$ cat src/rtl/jls_bit_packer.sv
// ----------------------------------------------------------------------------
// jls_bit_packer
//   Output stage of the LOCO-I / JPEG-LS encoder. Takes one right-aligned
//   variable-length code per cycle (0..32 bits), concatenates codes MSB-first
//   in a bit accumulator, extracts at most one byte per cycle, gathers bytes
//   into OUT_W-bit words and presents them on a valid/ready output with
//   flush / end-of-segment signalling.
//
// Optional feature macro: JLS_FF_STUFF_EN
//   defined   : after every emitted 0xFF the next byte carries a leading 0
//               stuffing bit; a segment ending in 0xFF gets a trailing 0x00.
//   undefined : plain byte packing, no FF-history register.
//
// Parameters
//   OUT_W  output word width (8, 16 or 32)
//   ACC_W  bit-accumulator width (>= 64)
//
// Ports
//   clk          clock, rising edge
//   reset        asynchronous active-low reset
//   en           input code valid
//   cod_32       code, right-aligned in the low len_32 bits
//   len_32       code length 0..32 (larger values saturate to 32)
//   flush        end-of-segment request (may coincide with en)
//   in_ready     en/flush accepted when high
//   word_out     packed word, first stream bit at MSB
//   word_valid   word_out holds a word
//   word_ready   consumer accepts word_out
//   word_last    final word of a flushed segment
//   word_bytes   valid bytes in word_out, MSB-aligned
//   flush_done   one-cycle pulse when a flush completes
// ----------------------------------------------------------------------------
module jls_bit_packer #(
    parameter int OUT_W = 32,
    parameter int ACC_W = 64
) (
    input  logic             clk,
    input  logic             reset,
    input  logic             en,
    input  logic [31:0]      cod_32,
    input  logic [5:0]       len_32,
    input  logic             flush,
    output logic             in_ready,
    output logic [OUT_W-1:0] word_out,
    output logic             word_valid,
    input  logic             word_ready,
    output logic             word_last,
    output logic [2:0]       word_bytes,
    output logic             flush_done
);

    localparam int              NB      = OUT_W / 8;
    localparam int              FW      = $clog2(ACC_W + 1);
    localparam logic [2:0]      NB_L    = 3'(NB);
    localparam logic [2:0]      LASTB   = 3'(NB - 1);
    localparam logic [FW-1:0]   RDY_LIM = FW'(ACC_W - 32);
    localparam logic [FW:0]     ACC_L   = (FW + 1)'(ACC_W);

    typedef enum logic [1:0] {S_RUN, S_DRAIN, S_PAD, S_TAIL} state_t;

    state_t           r_state;
    logic [ACC_W-1:0] r_acc;      // MSB-aligned, bits below r_fill kept zero
    logic [FW-1:0]    r_fill;
    logic [OUT_W-1:0] r_gath;     // right-aligned partial word
    logic [2:0]       r_gcnt;
    logic [OUT_W-1:0] r_word;
    logic             r_wvalid;
    logic             r_wlast;
    logic [2:0]       r_wbytes;
    logic             r_fdone;

    logic             w_ff;
`ifdef JLS_FF_STUFF_EN
    logic             r_ff;       // previously emitted byte was 0xFF
    assign w_ff = r_ff;
`else
    assign w_ff = 1'b0;
`endif

    logic [FW-1:0]    w_need;
    logic [5:0]       w_len;
    logic             w_accept;
    logic             w_flush_acc;
    logic [31:0]      w_code;
    logic [ACC_W-1:0] w_code_ext;
    logic [FW-1:0]    w_len_f;
    logic [FW-1:0]    w_shamt;
    logic [FW-1:0]    w_fill_x;
    logic [FW:0]      w_pos;
    logic [ACC_W-1:0] w_acc_nx;
    logic [FW-1:0]    w_fill_nx;
    logic             w_fill_ge;
    logic             w_out_free;
    logic             w_gath_ok;
    logic [7:0]       w_byte;
    logic [OUT_W-1:0] w_gnext;
    logic [5:0]       w_tail_sh;
    logic [OUT_W-1:0] w_tail_word;

    logic             w_extract;
    logic             w_emit;
    logic             w_pad_res;
    logic [7:0]       w_emit_byte;

    assign in_ready    = reset && (r_state == S_RUN) && (r_fill <= RDY_LIM);
    assign w_accept    = en & in_ready;
    assign w_flush_acc = flush & in_ready;

    assign w_need      = w_ff ? FW'(7) : FW'(8);
    assign w_len       = (len_32 > 6'd32) ? 6'd32 : len_32;
    // Shift by 32 yields zero, so len=32 keeps every bit.
    assign w_code      = w_accept ? (cod_32 & ~(32'hFFFF_FFFF << w_len)) : 32'd0;
    assign w_code_ext  = {{(ACC_W-32){1'b0}}, w_code};
    assign w_len_f     = w_accept ? FW'(w_len) : '0;

    // Extraction first, then the new code lands right below the survivors.
    assign w_shamt     = w_extract ? w_need : '0;
    assign w_fill_x    = r_fill - w_shamt;
    assign w_pos       = ACC_L - {1'b0, w_fill_x} - {1'b0, w_len_f};
    assign w_acc_nx    = (r_acc << w_shamt) | (w_code_ext << w_pos);
    assign w_fill_nx   = w_fill_x + w_len_f;

    assign w_fill_ge   = (r_fill >= w_need);
    assign w_out_free  = !r_wvalid || word_ready;
    // The word-completing byte needs room in the output register.
    assign w_gath_ok   = (r_gcnt != LASTB) || w_out_free;

    // After 0xFF the stuffed byte carries a 0 MSB and only 7 stream bits.
    assign w_byte      = w_ff ? {1'b0, r_acc[ACC_W-1 -: 7]} : r_acc[ACC_W-1 -: 8];
    assign w_gnext     = (r_gath << 8) | OUT_W'(w_emit_byte);
    assign w_tail_sh   = {NB_L - r_gcnt, 3'b000};
    assign w_tail_word = r_gath << w_tail_sh;

    always_comb begin
        w_extract   = 1'b0;
        w_emit      = 1'b0;
        w_pad_res   = 1'b0;
        w_emit_byte = w_byte;
        case (r_state)
            S_RUN, S_DRAIN: w_extract = w_fill_ge && w_gath_ok;
            S_PAD: begin
                if (r_fill != '0) begin
                    // residual bits, zero-padded at the LSBs
                    w_emit    = w_gath_ok;
                    w_pad_res = w_gath_ok;
                end else if (w_ff) begin
                    w_emit      = w_gath_ok;
                    w_emit_byte = 8'h00;
                end
            end
            default: ;
        endcase
        if (w_extract) w_emit = 1'b1;
    end

    always_ff @(posedge clk or negedge reset) begin
        if (!reset) begin
            r_state  <= S_RUN;
            r_acc    <= '0;
            r_fill   <= '0;
            r_gath   <= '0;
            r_gcnt   <= '0;
            r_word   <= '0;
            r_wvalid <= 1'b0;
            r_wlast  <= 1'b0;
            r_wbytes <= '0;
            r_fdone  <= 1'b0;
`ifdef JLS_FF_STUFF_EN
            r_ff     <= 1'b0;
`endif
        end else begin
            r_fdone <= 1'b0;

            if (w_pad_res) begin
                r_acc  <= '0;
                r_fill <= '0;
            end else begin
                r_acc  <= w_acc_nx;
                r_fill <= w_fill_nx;
            end

`ifdef JLS_FF_STUFF_EN
            if (w_emit) r_ff <= (w_emit_byte == 8'hFF);
`endif

            if (r_wvalid && word_ready) r_wvalid <= 1'b0;

            if (w_emit) begin
                if (r_gcnt == LASTB) begin
                    r_word   <= w_gnext;
                    r_wvalid <= 1'b1;
                    r_wbytes <= NB_L;
                    r_wlast  <= 1'b0;
                    r_gath   <= '0;
                    r_gcnt   <= '0;
                end else begin
                    r_gath   <= w_gnext;
                    r_gcnt   <= r_gcnt + 3'd1;
                end
            end

            case (r_state)
                S_RUN:   if (w_flush_acc) r_state <= S_DRAIN;
                S_DRAIN: if (!w_fill_ge) r_state <= S_PAD;
                S_PAD:   if (r_fill == '0 && !w_ff) r_state <= S_TAIL;
                S_TAIL: begin
                    if (r_gcnt != '0) begin
                        if (w_out_free) begin
                            r_word   <= w_tail_word;
                            r_wvalid <= 1'b1;
                            r_wbytes <= r_gcnt;
                            r_wlast  <= 1'b1;
                            r_gath   <= '0;
                            r_gcnt   <= '0;
                            r_fdone  <= 1'b1;
                            r_state  <= S_RUN;
`ifdef JLS_FF_STUFF_EN
                            r_ff     <= 1'b0;
`endif
                        end
                    end else begin
                        // only a still-pending word can be tagged as last
                        if (r_wvalid && !word_ready) r_wlast <= 1'b1;
                        r_fdone <= 1'b1;
                        r_state <= S_RUN;
`ifdef JLS_FF_STUFF_EN
                        r_ff    <= 1'b0;
`endif
                    end
                end
            endcase
        end
    end

    assign word_out   = r_word;
    assign word_valid = r_wvalid;
    assign word_last  = r_wlast;
    assign word_bytes = r_wbytes;
    assign flush_done = r_fdone;

endmodule

$ cat config.mk
export PLATFORM = sky130hd
export DESIGN_NAME = jls_bit_packer
export DESIGN_NICKNAME = d
export VERILOG_FILES = /design/src/rtl/jls_bit_packer.sv
export SDC_FILE = /design/constraint.sdc
export NUM_CORES = 1
export LEC_CHECK = 0
export ABC_CLOCK_PERIOD_IN_PS = 11800
export BUFFER_PORTS_ARGS = -buffer_cell sky130_fd_sc_hd__buf_4
export CAP_MARGIN = 20
export CORE_MARGIN = 8
export CORE_UTILIZATION = 40
export DETAILED_ROUTE_END_ITERATION = 6
export GPL_ROUTABILITY_DRIVEN = 0
export GPL_TIMING_DRIVEN = 0
export HOLD_SLACK_MARGIN = 0.08
export SYNTH_ARGS = -nofsm -noshare
export SYNTH_HDL_FRONTEND = slang
export SYNTH_SLANG_ARGS = --single-unit
$ cat constraint.sdc
create_clock -name clk -period 11.8 [get_ports clk]
set_input_delay 1.77 -clock clk [delete_from_list [all_inputs] [get_ports clk]]
set_output_delay 1.77 -clock clk [all_outputs]
set_load 0.01 [all_outputs]
==> results of run 1 <==
## flip-flops by register name, summed over array words and instances (netlist names)
| register | cells |
|---|---|
| r_acc | 64 |
| r_gath | 32 |
| word_out | 32 |
| r_fill | 7 |
| r_gcnt | 3 |
| word_bytes | 3 |
| r_state | 2 |
| flush_done | 1 |
| word_last | 1 |
| word_valid | 1 |
## routing by layer
metal  up-vias  global-route usage
li1       5317                   -
met1      5880               0.345
met2       875               0.397
met3       168              0.0747
met4         0               0.117
met5         -                   0
## cells in the mapped netlist (9+ instances only)
library cell,number
ha_1,28
nor3_1,29
nor2_1,91
nand2b_1,9
a211o_1,13
o22ai_1,28
and3_1,10
nor4_1,12
mux2_2,16
o21ai_0,58
buf_2,20
a22oi_1,11
o211ai_1,25
a311oi_1,11
a21oi_1,77
and2_1,10
o32ai_1,11
nor2b_1,14
nand2_1,194
nand3_1,50
a211oi_1,31
dfrtp_1,146
inv_1,32
a31oi_1,33
clkbuf_1,77
a221oi_1,12
mux4_2,12
mux2i_1,104
o22a_1,9
buf_1,16
## area by class of cell
type / instances / area [um^2]
Clock inverter: 14 / 143
Sequential cell: 146 / 3650
Timing Repair Buffer: 85 / 659
Fill cell: 2801 / 14800
Inverter: 33 / 124
Clock buffer: 18 / 429
Buffer: 113 / 449
Tap cell: 378 / 473
Multi-Input combinational cell: 1058 / 7070
## worst max-delay path, cell delays in order
cell      delay, ps
buf_4            70
nand2b_1        150
o221a_2         210
clkbuf_1        260
clkbuf_1        580
buf_1           800
xor2_1          250
inv_1            70
ha_1            330
ha_1            400
xor2_1          830
clkbuf_1        470
clkbuf_1        480
a211oi_1        150
a211oi_1        800
a22oi_1         320
a211oi_1        260
## worst paths after layout
kind | start | endpoint | slack [ps] | cells after the start
setup / recovery | word_ready | r_acc[62] | 3900 | 17
hold / removal | r_gath[24] | r_gath[24] | 510 | 2
setup reg to reg | r_gcnt[0] | r_acc[62] | 4600 | 17
hold reg to reg | r_gath[24] | r_gath[24] | 510 | 2
max in group asynchronous | reset | r_acc[44] | 9610 | 2
min in group asynchronous | reset | r_state[0] | 1320 | 1
## logic make-up after synthesis
group           after synthesis
xor+xnor                     15
compound gates              421
flops                       146
mux                         133
simple gates                459
fa+ha+maj                    30
buf+inv                     146
## through the flow
stage / std cells / hold WS, ps / worst slack [ps] / util
6_report: 1845 / 515 / 3900 / 0.468
3_3_place_gp: 1809 / 492 / 3120 / 0.446
3_5_place_dp: 1811 / 506 / 3610 / 0.447
5_1_grt: 1845 / 535 / 3680 / 0.468
4_1_cts: 1843 / 516 / 4030 / 0.467
2_1_floorplan: 1350 / 479 / 5740 / -
==> results.txt, run 1 <==
Post-synthesis sequential area ratio - 0.323
Tmin final - 7900 ps
CP endpoint kind - flip-flop
Clock sinks - 146
Yosys cell types - 73
Area share of fa/ha/maj cells after synthesis - 0.0346
Vias - 12240
Synth top area share - 0.323
Post-Synthesis Cell Area - 0.0113 mm^2
Clk pin slew, worst setup/hold paths - 70 ps
Hold crit path type - flip-flop to flip-flop
Vias/cell - 6.63
Final period util - 0.669
Synth Area in Simple Gates - 0.185
Setup crit start kind - input pin
Postcts setup bufs - 0
Async S/R FF share, synth - 1.00
Final #Nets - 1527
Fin. Hold Viols - 0
Root Driver - clkbuf_16
Number of global-route vias before repair - 11668
Commonest non-fill, non-tap cells in the layout - 194 x nand2_1, 146 x dfrtp_1, 104 x mux2i_1
Antenna violations before repair - 0
Met1 wire length - 18.0 mm
Die Y - 184 um
Max layer used - met4
Max cap viols - 0
Num rows - 61
Port Buffers - 81
Die X - 184 um
Failing checks - design-rule violations
Crit Path Max Fanout - 10
Routed wire length - 44.8 mm
Largest net degree at the start of global routing - 88
Met3 wire len - 5.18 mm
I/O pin cnt - 82
Later-pin clock latency in the skew report - 440 ps
Setup TNS - 0 ps
Worst-margin pin slew - 1150 ps
Inserted Diodes - 0
ANT nets after route - 0
Max-slew headroom at the worst pin - 0.230
Largest family of logic cells by synthesized area - compound AO/OA/AOI/OAI gates
Initial core utilization - 0.407
Grt total ovfl - 0
Area Growth Syn to Fin - 15.1%
Yosys warns - 0
Slew Viols, Final - 0
Setup violators final - 0
Cts hold-fix bufs - 0
Post-synth EDFFs - 0
CTS resizes - 0
Largest area contributor in the netlist - dfrtp_1
# DRC - 1
First-pass GRT wire length - 69.5 mm
Commonest non-fill, non-tap cell in the layout - nand2_1
Clock Tree Buf Depth - 2
Met2 routed WL - 19.3 mm
Mux contribution to synthesized area - 0.133
Data arrival, critical path - 8230 ps
CTS tree - done
Status - complete, but fails checks
Post-synthesis net count - 1423
Max Clock Skew - 17.9 ps
DR WL/cell - 24.3 um
Post-synthesis compound-gate area fraction - 0.261
H-Tree Depth - 4
RSZ-0062 raised after global routing - no
Cts bufs inserted - 17
CORE AREA - 0.0278 mm^2
DRT iter0 DRCs - 1916
Peak Freq - 0.127 GHz
Ys flop type - dfrtp_1
Yosys reg bits - 146
Cell Area, Placed - 0.0124 mm^2
Top post-synthesis cells by area - dfrtp_1 32%, mux2i_1 9.2%, nand2_1 6.4%
HPWL Detailed - 33.4 mm
Synth Instances - 1350
Total track usage - 0.263
Layout cells sized above 1 - 0.123
WP data required - 12140 ps
Setup CP Type - input pin to flip-flop
DR pass1 iterations - 7
Final instance area - 0.0130 mm^2
Syn Area/Cell - 8.37 um^2
XOR/XNOR Fraction of Synth Area - 0.0116
Die Area - 0.0339 mm^2
Power of run 1 is left out: the tool's default activity adds up to more than one toggle a clock period on the data nets, which glitch-free logic cannot reach.
==> run 2, diff against run 1 <==
--- a/config.mk
+++ b/config.mk
@@ -5,7 +5,8 @@
 export SDC_FILE = /design/constraint.sdc
 export NUM_CORES = 1
 export LEC_CHECK = 0
-export ABC_CLOCK_PERIOD_IN_PS = 11800
+export ABC_AREA = 1
+export ABC_CLOCK_PERIOD_IN_PS = 7700
 export BUFFER_PORTS_ARGS = -buffer_cell sky130_fd_sc_hd__buf_4
 export CAP_MARGIN = 20
 export CORE_MARGIN = 8
==> constraint.sdc (replaced) <==
create_clock -name clk -period 7.7 [get_ports clk]
set_input_delay 1.155 -clock clk [delete_from_list [all_inputs] [get_ports clk]]
set_output_delay 1.155 -clock clk [all_outputs]
set_load 0.01 [all_outputs]
==> run 2 against run 1 <==
Effect of this change:
- die area rose by 2.5%
- the flow still finishes with violations (design-rule violations)
- wire length fell by 4.6%
- critical path type unchanged
- synthesized cell count is 33% higher
- worst setup slack worse by 1700 ps
- hold slack got worse by 19 ps
- via count increased by 6.7%
- clock-buffer cell count unchanged
- utilization decreased by 0.13 points
- area after synthesis grew 2.8%
- non-clock buffer count rose by 2
- critical path depth is 1 higher
==> results.txt, run 2 <==
Vias - 13066
Total track usage - 0.239
Final instance area - 0.0134 mm^2
Cts hold-fix bufs - 0
HPWL Detailed - 33.7 mm
I/O pin cnt - 82
Ys flop type - dfrtp_1
Largest net degree at the start of global routing - 83
Synth Instances - 1802
Largest stage delay, worst path - 750 ps
Setup violators final - 0
CP most frequent cell - nand2_1
Reg with most FFs - r_acc
Final period util - 0.714
Max cap viols - 0
Post-synthesis sequential area ratio - 0.315
Worst path cell trace - buf_6 > and3_1 > nand3_2 > buf_2 > nor3_1 > ha_1 > inv_1 > ha_1 > inv_1 > fa_1 > xnor2_1 > clkbuf_1 > nand2_1 > nand2_1 > nand2_1 > nand3_2 > nand2_1 > a21oi_2
Max reg flops - 64
WP data required - 8050 ps
Antenna violations before repair - 0
DRT iter0 DRCs - 1632
Slew Viols, Final - 0
Cell Area, Placed - 0.0127 mm^2
Data arrival, critical path - 5850 ps
Peak Freq - 0.182 GHz
Worst setup path startpoint - reset
Syn Area/Cell - 6.44 um^2
Gr busiest metal - met2
Count leader, synth - nand2_1
CP endpoint kind - flip-flop
Area Growth Syn to Fin - 15.0%
Top cells by count, synth - 532 x nand2_1, 211 x nand3_1, 149 x inv_1
Fin. Hold Viols - 0
Cell count of the worst reg-to-reg path - 19
CTS tree - done
Clock Tree Buf Depth - 2
Worst-margin pin slew - 938 ps
Yosys cell types - 53
Async S/R FF share, synth - 1.00
Reg2reg start - r_state[0]
R2R setup slack - 2710 ps
H-Tree Depth - 4
CORE AREA - 0.0286 mm^2
Yosys warns - 0
First-pass GRT wire length - 68.2 mm
# DRC - 1
Crit Path Max Fanout - 66
Failing checks - design-rule violations
Hold crit path type - flip-flop to flip-flop
Yosys reg bits - 146
Postcts setup bufs - 0
Post-synthesis net count - 1875
Final #Nets - 1973
Tmin final - 5500 ps
Later-pin clock latency in the skew report - 430 ps
CTS resizes - 0
Grt total ovfl - 0
Vias/cell - 5.69
Num rows - 62
Commonest non-fill, non-tap cell in the layout - nand2_1
Post-Synthesis Cell Area - 0.0116 mm^2
Number of global-route vias before repair - 12558
Status - complete, but fails checks
GR Layer Usage met1 - 0.318
Cts bufs inserted - 17
Inserted Diodes - 0
Setup CP Type - input pin to flip-flop
Clock sinks - 146
Setup crit start kind - input pin
Commonest non-fill, non-tap cells in the layout - 532 x nand2_1, 211 x nand3_1, 149 x inv_1
Post-synth EDFFs - 0
Root Driver - clkbuf_16
Largest area contributor in the netlist - dfrtp_1
Top post-synthesis cells by area - dfrtp_1 31%, nand2_1 17%, nand3_1 9.1%
ANT nets after route - 0
Port Buffers - 78
R2r endpoint - r_acc[59]
Setup crit end - r_acc[59]
Die Y - 186 um
Layout cells sized above 1 - 0.117
Max-slew headroom at the worst pin - 0.370
Synth top area share - 0.315
Clk pin slew, worst setup/hold paths - 60 ps
Initial core utilization - 0.406
DR pass1 iterations - 7
Slowest CP cell - xnor2_1
Setup TNS - 0 ps
Max Clock Skew - 19.9 ps
M2 GR Usage - 0.392
Routed wire length - 42.7 mm
Grt met3 use - 0.0349
DR WL/cell - 18.6 um
Die X - 186 um
RSZ-0062 raised after global routing - no
Die Area - 0.0347 mm^2
-- run 2: changes by cell type in the layout (fill, tap and decap cells not counted), moves of 17 or more --
cell	change
nand3_1	+161
o22ai_1	-17
nor3_1	-24
a21oi_1	+52
mux2i_1	-100
o211ai_1	-17
inv_1	+117
clkbuf_1	-19
o21ai_1	+20
nand2_1	+338
o21ai_0	+80
nor2_1	+42
nand4_1	+40
-- run 2: through the flow --
step,instances,setup slack (ps),util,hold slack (ps)
3_3_place_gp,2264,818,0.443,475
2_1_floorplan,1802,3290,-,454
6_report,2297,2200,0.467,495
3_5_place_dp,2265,1750,0.444,476
4_1_cts,2297,2210,0.467,498
5_1_grt,2297,1740,0.467,524
-- run 2: logic make-up (layout without fill, tap and decap cells) --
| logic type | count (synthesis) | count (layout) | synth area share |
|---|---|---|---|
| AOI/OAI and AO/OA | 359 | 359 | 0.168 |
| buffers and inverters | 283 | 394 | 0.102 |
| DFF | 146 | 146 | 0.315 |
| and+or+nand+nor | 973 | 973 | 0.367 |
| muxes | 5 | 5 | 0.00539 |
| adders and majority gates | 30 | 30 | 0.0336 |
| xor gates and xnor gates | 6 | 6 | 0.00905 |
-- run 2: worst min-delay path by stage --
stage / startpoint / endpoint / slack [ps] / cells after the start
4_1_cts: r_acc[4] / r_acc[4] / 500 / 2
3_5_place_dp: r_acc[0] / r_acc[0] / 480 / 2
2_1_floorplan: r_acc[0] / r_acc[0] / 450 / 2
6_report: r_acc[0] / r_acc[0] / 500 / 2
3_3_place_gp: r_acc[0] / r_acc[0] / 480 / 2
5_1_grt: r_acc[6] / r_acc[6] / 520 / 2
-- run 2: layout make-up --
cell class / instances / area [um^2]
Buffer: 121 / 573
Clock buffer: 18 / 439
Clock inverter: 14 / 209
Fill cell: 2997 / 15300
Inverter: 162 / 608
Multi-Input combinational cell: 1373 / 6780
Sequential cell: 146 / 3650
Tap cell: 384 / 480
Timing Repair Buffer: 79 / 617
-- run 2: worst max-delay path: cells and delay by family --
kind            cells  cell delay, ps
buf+inv             5            1360
compound gates      1             170
xor+xnor            1             750
fa+ha+maj           3             930
simple gates        8            1430
-- run 2: routing by layer --
layer	wire length [um]	vias up
met3	3490	102
met1	18400	6132
met4	1290	0
li1	-	6162
met2	19500	670
met5	0	-
Power of run 2 is left out for the same reason.
